<file path="src/rtl/sign_mag_pkg.sv">
// sign_mag_pkg: shared definitions for the sign-magnitude conversion datapath.
//   lzw_of(width)  width of a leading-zero count able to hold 0..width
//   SAT_CNT_W      width of the saturation event counter
//   s1_flags_t     sign/sat part of the stage-1 record; the WIDTH-dependent
//                  magnitude field is appended by each user of the record
package sign_mag_pkg;

   localparam int unsigned SAT_CNT_W = 16;

   function automatic int unsigned lzw_of(input int unsigned width);
      return $clog2(width + 1);
   endfunction

   typedef struct packed {
      logic sign;
      logic sat;
   } s1_flags_t;

endpackage

</file>
<file path="src/rtl/sm_lzc.sv">
// sm_lzc: combinational leading-zero counter.
// Ports:
//   i_abs  in  WIDTH  unsigned value
//   o_lzc  out LZW    zero bits above the most significant one; WIDTH when i_abs == 0
module sm_lzc
   import sign_mag_pkg::*;
#(
   parameter int unsigned WIDTH = 12,
   localparam int unsigned LZW = lzw_of(WIDTH)
) (
   input  logic [WIDTH-1:0] i_abs,
   output logic [LZW-1:0]   o_lzc
);

   // Scan upward so the highest set bit writes last and wins.
   always_comb begin
      o_lzc = LZW'(WIDTH);
      for (int unsigned i = 0; i < WIDTH; i++) begin
         if (i_abs[i]) begin
            o_lzc = LZW'(WIDTH - 1 - i);
         end
      end
   end

endmodule

</file>
<file path="src/rtl/sign_mag_pipe.sv">
// sign_mag_pipe: two-stage pipelined two's-complement to sign-magnitude
// converter with valid/ready handshakes on both sides.
// Optional feature macro: SGNMAG_SAT_CNT_EN (saturation event counter).
// Ports:
//   clk, rst   clock (rising edge), synchronous active-high reset
//   in_data    two's-complement sample, in_valid/in_ready handshake
//   out_sign   sign of the sample
//   out_abs    unsigned magnitude (most-negative input saturates to max positive)
//   out_sat    magnitude was saturated
//   out_lzc    leading zeros of out_abs over WIDTH bits
//   out_valid/out_ready  output handshake
//   sat_count  saturated outputs transferred (0 when the counter is not built)
module sign_mag_pipe
   import sign_mag_pkg::*;
#(
   parameter int unsigned WIDTH = 12,
   localparam int unsigned LZW = lzw_of(WIDTH)
) (
   input  logic                 clk,
   input  logic                 rst,
   input  logic [WIDTH-1:0]     in_data,
   input  logic                 in_valid,
   output logic                 in_ready,
   output logic                 out_sign,
   output logic [WIDTH-1:0]     out_abs,
   output logic                 out_sat,
   output logic [LZW-1:0]       out_lzc,
   output logic                 out_valid,
   input  logic                 out_ready,
   output logic [SAT_CNT_W-1:0] sat_count
);

   typedef struct packed {
      s1_flags_t        flags;
      logic [WIDTH-1:0] abs;
   } s1_rec_t;

   localparam logic [WIDTH-1:0] MostNeg = {1'b1, {(WIDTH-1){1'b0}}};
   localparam logic [WIDTH-1:0] MaxPos  = {1'b0, {(WIDTH-1){1'b1}}};

   logic             r_s1_valid;
   s1_rec_t          r_s1;
   logic             r_s2_valid;
   logic             r_out_sign;
   logic [WIDTH-1:0] r_out_abs;
   logic             r_out_sat;
   logic [LZW-1:0]   r_out_lzc;

   s1_rec_t          w_s1_next;
   logic             w_s1_load;
   logic             w_s2_load;
   logic             w_in_ready;
   logic             w_out_xfer;
   logic [LZW-1:0]   w_lzc;

   // Handshake / advance control
   assign w_s2_load  = r_s1_valid && (!r_s2_valid || out_ready);
   assign w_in_ready = !rst && (!r_s1_valid || w_s2_load);
   assign w_s1_load  = in_valid && w_in_ready;
   assign w_out_xfer = r_s2_valid && out_ready;

   // Stage-1 conversion. The most-negative value has no positive counterpart
   // in WIDTH bits, so it is clamped to the largest positive magnitude.
   always_comb begin
      w_s1_next            = '0;
      w_s1_next.flags.sign = in_data[WIDTH-1];
      w_s1_next.flags.sat  = 1'b0;
      if (in_data == MostNeg) begin
         w_s1_next.abs       = MaxPos;
         w_s1_next.flags.sat = 1'b1;
      end else if (in_data[WIDTH-1]) begin
         w_s1_next.abs = ~in_data + WIDTH'(1);
      end else begin
         w_s1_next.abs = in_data;
      end
   end

   sm_lzc #(
      .WIDTH (WIDTH)
   ) u_lzc (
      .i_abs (r_s1.abs),
      .o_lzc (w_lzc)
   );

   always_ff @(posedge clk) begin
      if (rst) begin
         r_s1_valid <= 1'b0;
         r_s1       <= '0;
         r_s2_valid <= 1'b0;
         r_out_sign <= 1'b0;
         r_out_abs  <= '0;
         r_out_sat  <= 1'b0;
         r_out_lzc  <= '0;
      end else begin
         // S1 may be refilled in the same cycle its old contents move to S2.
         if (w_s1_load) begin
            r_s1       <= w_s1_next;
            r_s1_valid <= 1'b1;
         end else if (w_s2_load) begin
            r_s1_valid <= 1'b0;
         end

         if (w_s2_load) begin
            r_s2_valid <= 1'b1;
            r_out_sign <= r_s1.flags.sign;
            r_out_abs  <= r_s1.abs;
            r_out_sat  <= r_s1.flags.sat;
            r_out_lzc  <= w_lzc;
         end else if (w_out_xfer) begin
            r_s2_valid <= 1'b0;
         end
      end
   end

`ifdef SGNMAG_SAT_CNT_EN
   logic [SAT_CNT_W-1:0] r_sat_count;

   // Sticks at all-ones instead of wrapping.
   always_ff @(posedge clk) begin
      if (rst) begin
         r_sat_count <= '0;
      end else if (w_out_xfer && r_out_sat && (r_sat_count != '1)) begin
         r_sat_count <= r_sat_count + SAT_CNT_W'(1);
      end
   end

   assign sat_count = r_sat_count;
`else
   assign sat_count = '0;
`endif

   assign in_ready  = w_in_ready;
   assign out_valid = r_s2_valid;
   assign out_sign  = r_out_sign;
   assign out_abs   = r_out_abs;
   assign out_sat   = r_out_sat;
   assign out_lzc   = r_out_lzc;

endmodule

</file>
<file path="config.mk">
export PLATFORM = sky130hd
export DESIGN_NAME = sign_mag_pipe
export DESIGN_NICKNAME = d
export VERILOG_FILES = /design/src/rtl/sign_mag_pkg.sv /design/src/rtl/sm_lzc.sv /design/src/rtl/sign_mag_pipe.sv
export SDC_FILE = /design/constraint.sdc
export NUM_CORES = 1
export LEC_CHECK = 0
export ABC_AREA = 1
export CORE_ASPECT_RATIO = 0.7
export CORE_UTILIZATION = 47
export DETAILED_ROUTE_END_ITERATION = 10
export GPL_TIMING_DRIVEN = 0
export PLACE_DENSITY = 0.8
export SLEW_MARGIN = 20
export SYNTH_ARGS = -nofsm -noshare
export SYNTH_HDL_FRONTEND = slang
export SYNTH_SLANG_ARGS = --single-unit
export TNS_END_PERCENT = 30
</file>
<file path="constraint.sdc">
create_clock -name clk -period 1.8 [get_ports clk]
set_clock_uncertainty 0.15 [all_clocks]
set_input_delay 0.36 -clock clk [delete_from_list [all_inputs] [get_ports clk]]
set_output_delay 0.36 -clock clk [all_outputs]
set_load 0.03 [all_outputs]
</file>
# [Yosys cells after proc, flatten, opt, wreduce, memory -nomap -nowiden]
# Index checks and enable logic that the tools add are counted.
[op_classes] n_eq_ne=1 muxes=19 n_shift=0 n_addsub=1 n_bitwise=1 order_cmp=0 reduce_logical=11 div=0 n_mul=0
[op_table] op="4-bit two-way mux" count=8
[op_table] op="12-bit two-way mux" count=2
[op_table] op="12-bit by 1-bit adder with 12-bit output, second input constant" count=1
[op_table] op="12-bit equality test, second input constant" count=1
[op_table] op="3-bit two-way mux" count=4
[op_table] op="12-bit NOT" count=1
[op_table] op="1-bit two-way mux" count=5
[op_table] op="1-bit logical AND" count=4
[op_table] op="2-bit nonzero test" count=2
[op_table] op="1-bit logical NOT" count=3
[op_table] op="1-bit logical OR" count=2
[totals] input_bits=16 ram_bits=0 regBits=34 latchBits=0 mem_count=0 wordCells=42 out_inout_bits=36 romBits=0

# [Depth between registers and ports, before layout]
[logic_depth] word_depth=12 mapped_depth=13

# [Cells and area by module]
# A second synthesis with hierarchy kept.
[unflattened] cells_unflattened=268 area_unflattened_um2=1831.8
[by_module_without_submodules] module="sign_mag_pipe" seq_area_each_um2=680.7 cells_per_inst=234 instances=1 area_each_um2=1687.9
[by_module_without_submodules] module="sm_lzc" seq_area_each_um2=0.0 cells_per_inst=34 instances=1 area_each_um2=143.9

# [Worst setup path after synthesis]
# OpenSTA, ideal clock, no wires.
[synth_timing] path_type="input -> register" from="input in_data[0]" to="register r_s1[7] in the netlist's numbering" setup_time_ns=0.075 path_slack_ns=0.289 arrival_time_ns=1.286 stages=10 cell_sequence="inv_2 -> ha_1 -> nand3_2 -> nor2_2 -> nand3_2 -> nor2_4 -> nand2_2 -> nand2_4 -> inv_6 -> a22oi_2"
[synth_via] elab_chain_len=4
[synth_lines] item="from (decl)" line="sign_mag_pipe.sv:21" text="input logic [WIDTH-1:0] in_data,"
[synth_lines] item="12-bit NOT" line="sign_mag_pipe.sv:72" text="w_s1_next.abs = ~in_data + WIDTH'(1);"
[synth_lines] item="12-bit by 1-bit adder with 12-bit output" line="sign_mag_pipe.sv:72"
[synth_lines] item="12-bit two-way mux" line="sign_mag_pipe.sv:71" text="end else if (in_data[WIDTH-1]) begin"
[synth_lines] item="12-bit two-way mux (*)" line="sign_mag_pipe.sv:68" text="if (in_data == MostNeg) begin"
[synth_lines] item="to (signal assigned)" line="sign_mag_pipe.sv:97" text="r_s1 <= w_s1_next;"
[synth_lines] item="to (decl)" line="sign_mag_pipe.sv:42" text="s1_rec_t r_s1;"
# Mark *: on every way between the ends. The rest lies on a longest branch, timed or not.
# A chain may end at the register's enable or synchronous reset.

# [Worst setup path in the final report]
[layout_timing] from="input rst" to="output in_ready"
[layout_via] elab_chain_len=2
[layout_lines] item="from (decl)" line="sign_mag_pipe.sv:20" text="input logic rst,"
[layout_lines] item="1-bit logical NOT" line="sign_mag_pipe.sv:58" text="assign w_in_ready = !rst && (!r_s1_valid || w_s2_load);"
[layout_lines] item="1-bit logical AND" line="sign_mag_pipe.sv:58"
[layout_lines] item="to (decl)" line="sign_mag_pipe.sv:23" text="output logic in_ready,"
# Every way passes these cells.

==> reports/qor.yml <==
logic_synthesis:
  synthFlopType: "dfxtp_1"
  synth_area_per_cell_um2: 7.69
  synthCells: 226
  synth_area_um2: 1740
  ys_types: 32
  ys_seq_area_frac: 0.392
  async_flop_share: 0
  synth_edf_count: 0
  yosysWarnings: 0
  ys_ff_latch: 34
timing:
  hold_viol: 0
  max_slew.worst_pin.slew_ps: 518
  period_needed_ps: 1740
  max_freq_mhz: 575
  rsz0062_at_grt: "no"
  maxSlewViolCount: 0
  fin_crit_sh: 0.966
  holdWs_ps: 248
  slew_headroom: 0.652
  setup_viol_count_final: 0
worst_setup_path:
  cp-start-kind: "primary input"
  required_ps: 1290
  cp_max_fo: 6
  r2r_start: "out_valid"
  crit_start: "rst"
  arrival_ps: 1230
  crit_type: "primary input to primary output"
  crit_path_cell_trace: "clkdlybuf4s50_1 -> inv_2 -> nand2_4 -> inv_1 -> buf_6"
  r2r_slack_ps: 280
  endpoint_kind: "primary output"
  slowest_stage: "clkdlybuf4s50_1"
  max_stage_delay_ps: 520
floorplanning:
  die-area_um2: 3950
  fp.dieW_um: 74.7
  dieHeight_um: 52.9
  core-area_um2: 3540
  rows: 18
  ios: 52
  initial_core_util: 0.492
grt:
  grt-ovfl-total: 0
  grt_max_degree: 12
  antenna_found_initial: 0
  grt_pass1_wl_um: 5930
  grt_pass1_vias: 1350
  track_usage: 0.207
cts:
  cts_root_buf: "clkbuf_8"
  clk_pin_slew_worst_paths_ps: 80
  ctsHtreeMaxLevel: 2
  clk_latency_ps: 290
  cts_buffers: 5
  cts_tree: "yes"
  ctsHoldBuffers: 0
  clock-sinks: 34
  cts_buffer_depth: 2
routing:
  vias: 1580
  antenna_left: 0
  dr.pass1.iters: 4
  drtIter0Drc: 78
  wl_per_cell_um: 11.2
  via_per_inst: 4.67
  wl_um: 3780
  drc: 0
place:
  io_buffer_count: 34
  hpwl_um: 2780
  routabilityCongestion: 0.799
  dpl-instance-area_um2: 2200
final_layout:
  drive_above_1_share: 0.240
  finalInstanceArea_um2: 2430
  diodes: 0
  final_cell_mix: "nand2_1 (37), dfxtp_1 (34), nor2_1 (20), buf_4 (20), a21oi_1 (18)"
  area_delta_synth_final_pct: 39.6
  nNetsFinal: 304
  final_common_cell: "nand2_1"
hold_path:
  min_path_type: "primary input to register"
  worstHoldStart: "in_data[0]"
power_and_ir_drop:
  vdd_drop_max_mv: 0.391
  power_density_nw_per_um2: 901
  p_leak_nw: 1.22
run:
  cap_violations: 0
outcome:
  outcome: "completed"
synthesized netlist by cell type (2+ instances only):
master	number	area [um^2]
a21oi_1	18	90.1
a22oi_2	7	87.6
buf_2	3	15.0
buf_4	16	120
clkbuf_1	3	11.3
dfxtp_1	34	681
inv_1	16	60.1
inv_2	10	37.5
inv_4	2	12.5
nand2_1	37	139
nand2_2	4	25.0
nand2_4	2	22.5
nand3_1	8	40.0
nand3_2	2	20.0
nor2_1	21	78.8
nor4_1	2	12.5
o21ai_0	9	45.0
o21ai_1	12	60.1
xnor2_1	2	17.5
xor2_1	6	52.6
cell families after synthesis:
logic type,Yosys count,synth area share
buffers and inverters,52,0.159
XOR/XNOR,8,0.0403
AND/OR/NAND/NOR,80,0.219
flip-flops,34,0.392
AO/OA/AOI/OAI,50,0.181
adder cells (fa/ha/maj),1,0.00720
other,1,0.00216
stage by stage:
step | cells | power [mW] | util | TNS (ps) | setup slack (ps)
final | 338 | 2.19 | 0.686 | 0 | 61.6
after global routing | 338 | 2.28 | 0.686 | 0 | 2.05
after detailed placement | 325 | 1.33 | 0.621 | -4330 | -566
after CTS | 334 | 2.18 | 0.662 | -16.4 | -16.4
after global placement | 325 | 1.32 | 0.621 | -3220 | -526
after floorplan | 241 | 1.19 | - | 0 | 289
layer usage:
metal | track usage | wire length (um)
met5 | 0 | 0
met3 | 0.0762 | 250
met4 | 0.0597 | 50
met1 | 0.267 | 1760
met2 | 0.324 | 1720
path summary, 6_finish.rpt:
kind / endpoint / cells after the start
max reg2reg: r_s1[3] / 11
min reg2reg: out_lzc[3] / 2
max: in_ready / 5
min: r_s1[0] / 3
cell type report:
cell class / instances / area [um^2]
Timing Repair inverter: 1 / 8.76
Timing Repair Buffer: 38 / 365
Tap cell: 50 / 62.6
Clock inverter: 2 / 60.1
Buffer: 23 / 158
Multi-Input combinational cell: 155 / 882
Sequential cell: 34 / 681
Clock buffer: 6 / 82.6
Inverter: 29 / 126
Fill cell: 306 / 1110
power by group:
part           switching (mW)  total, mW  internal, mW
clock                   0.277      0.867         0.591
combinational           0.294      0.471         0.177
sequential             0.0377      0.848         0.810
total                   0.608       2.19          1.58
registers in the layout, indices dropped and copies added (netlist names):
signal / cells
out_abs: 12
out_valid: 1
out_sat: 1
r_s1: 14
r_s1_valid: 1
out_lzc: 4
out_sign: 1
critical path: cells and delay by family:
kind                   cells  cell delay, ps
AND/OR/NAND/NOR            1              80
buffers and inverters      4             790
repair_timing:
item                                    CTS  global route
hold endpoints to repair                  0             0
resized for setup                        28            13
endpoints found under the setup margin   18            15
cloned                                    0             1
buffers inserted                          1             3
pin swaps                                 1             4
Power figures use the tool's default switching activity.
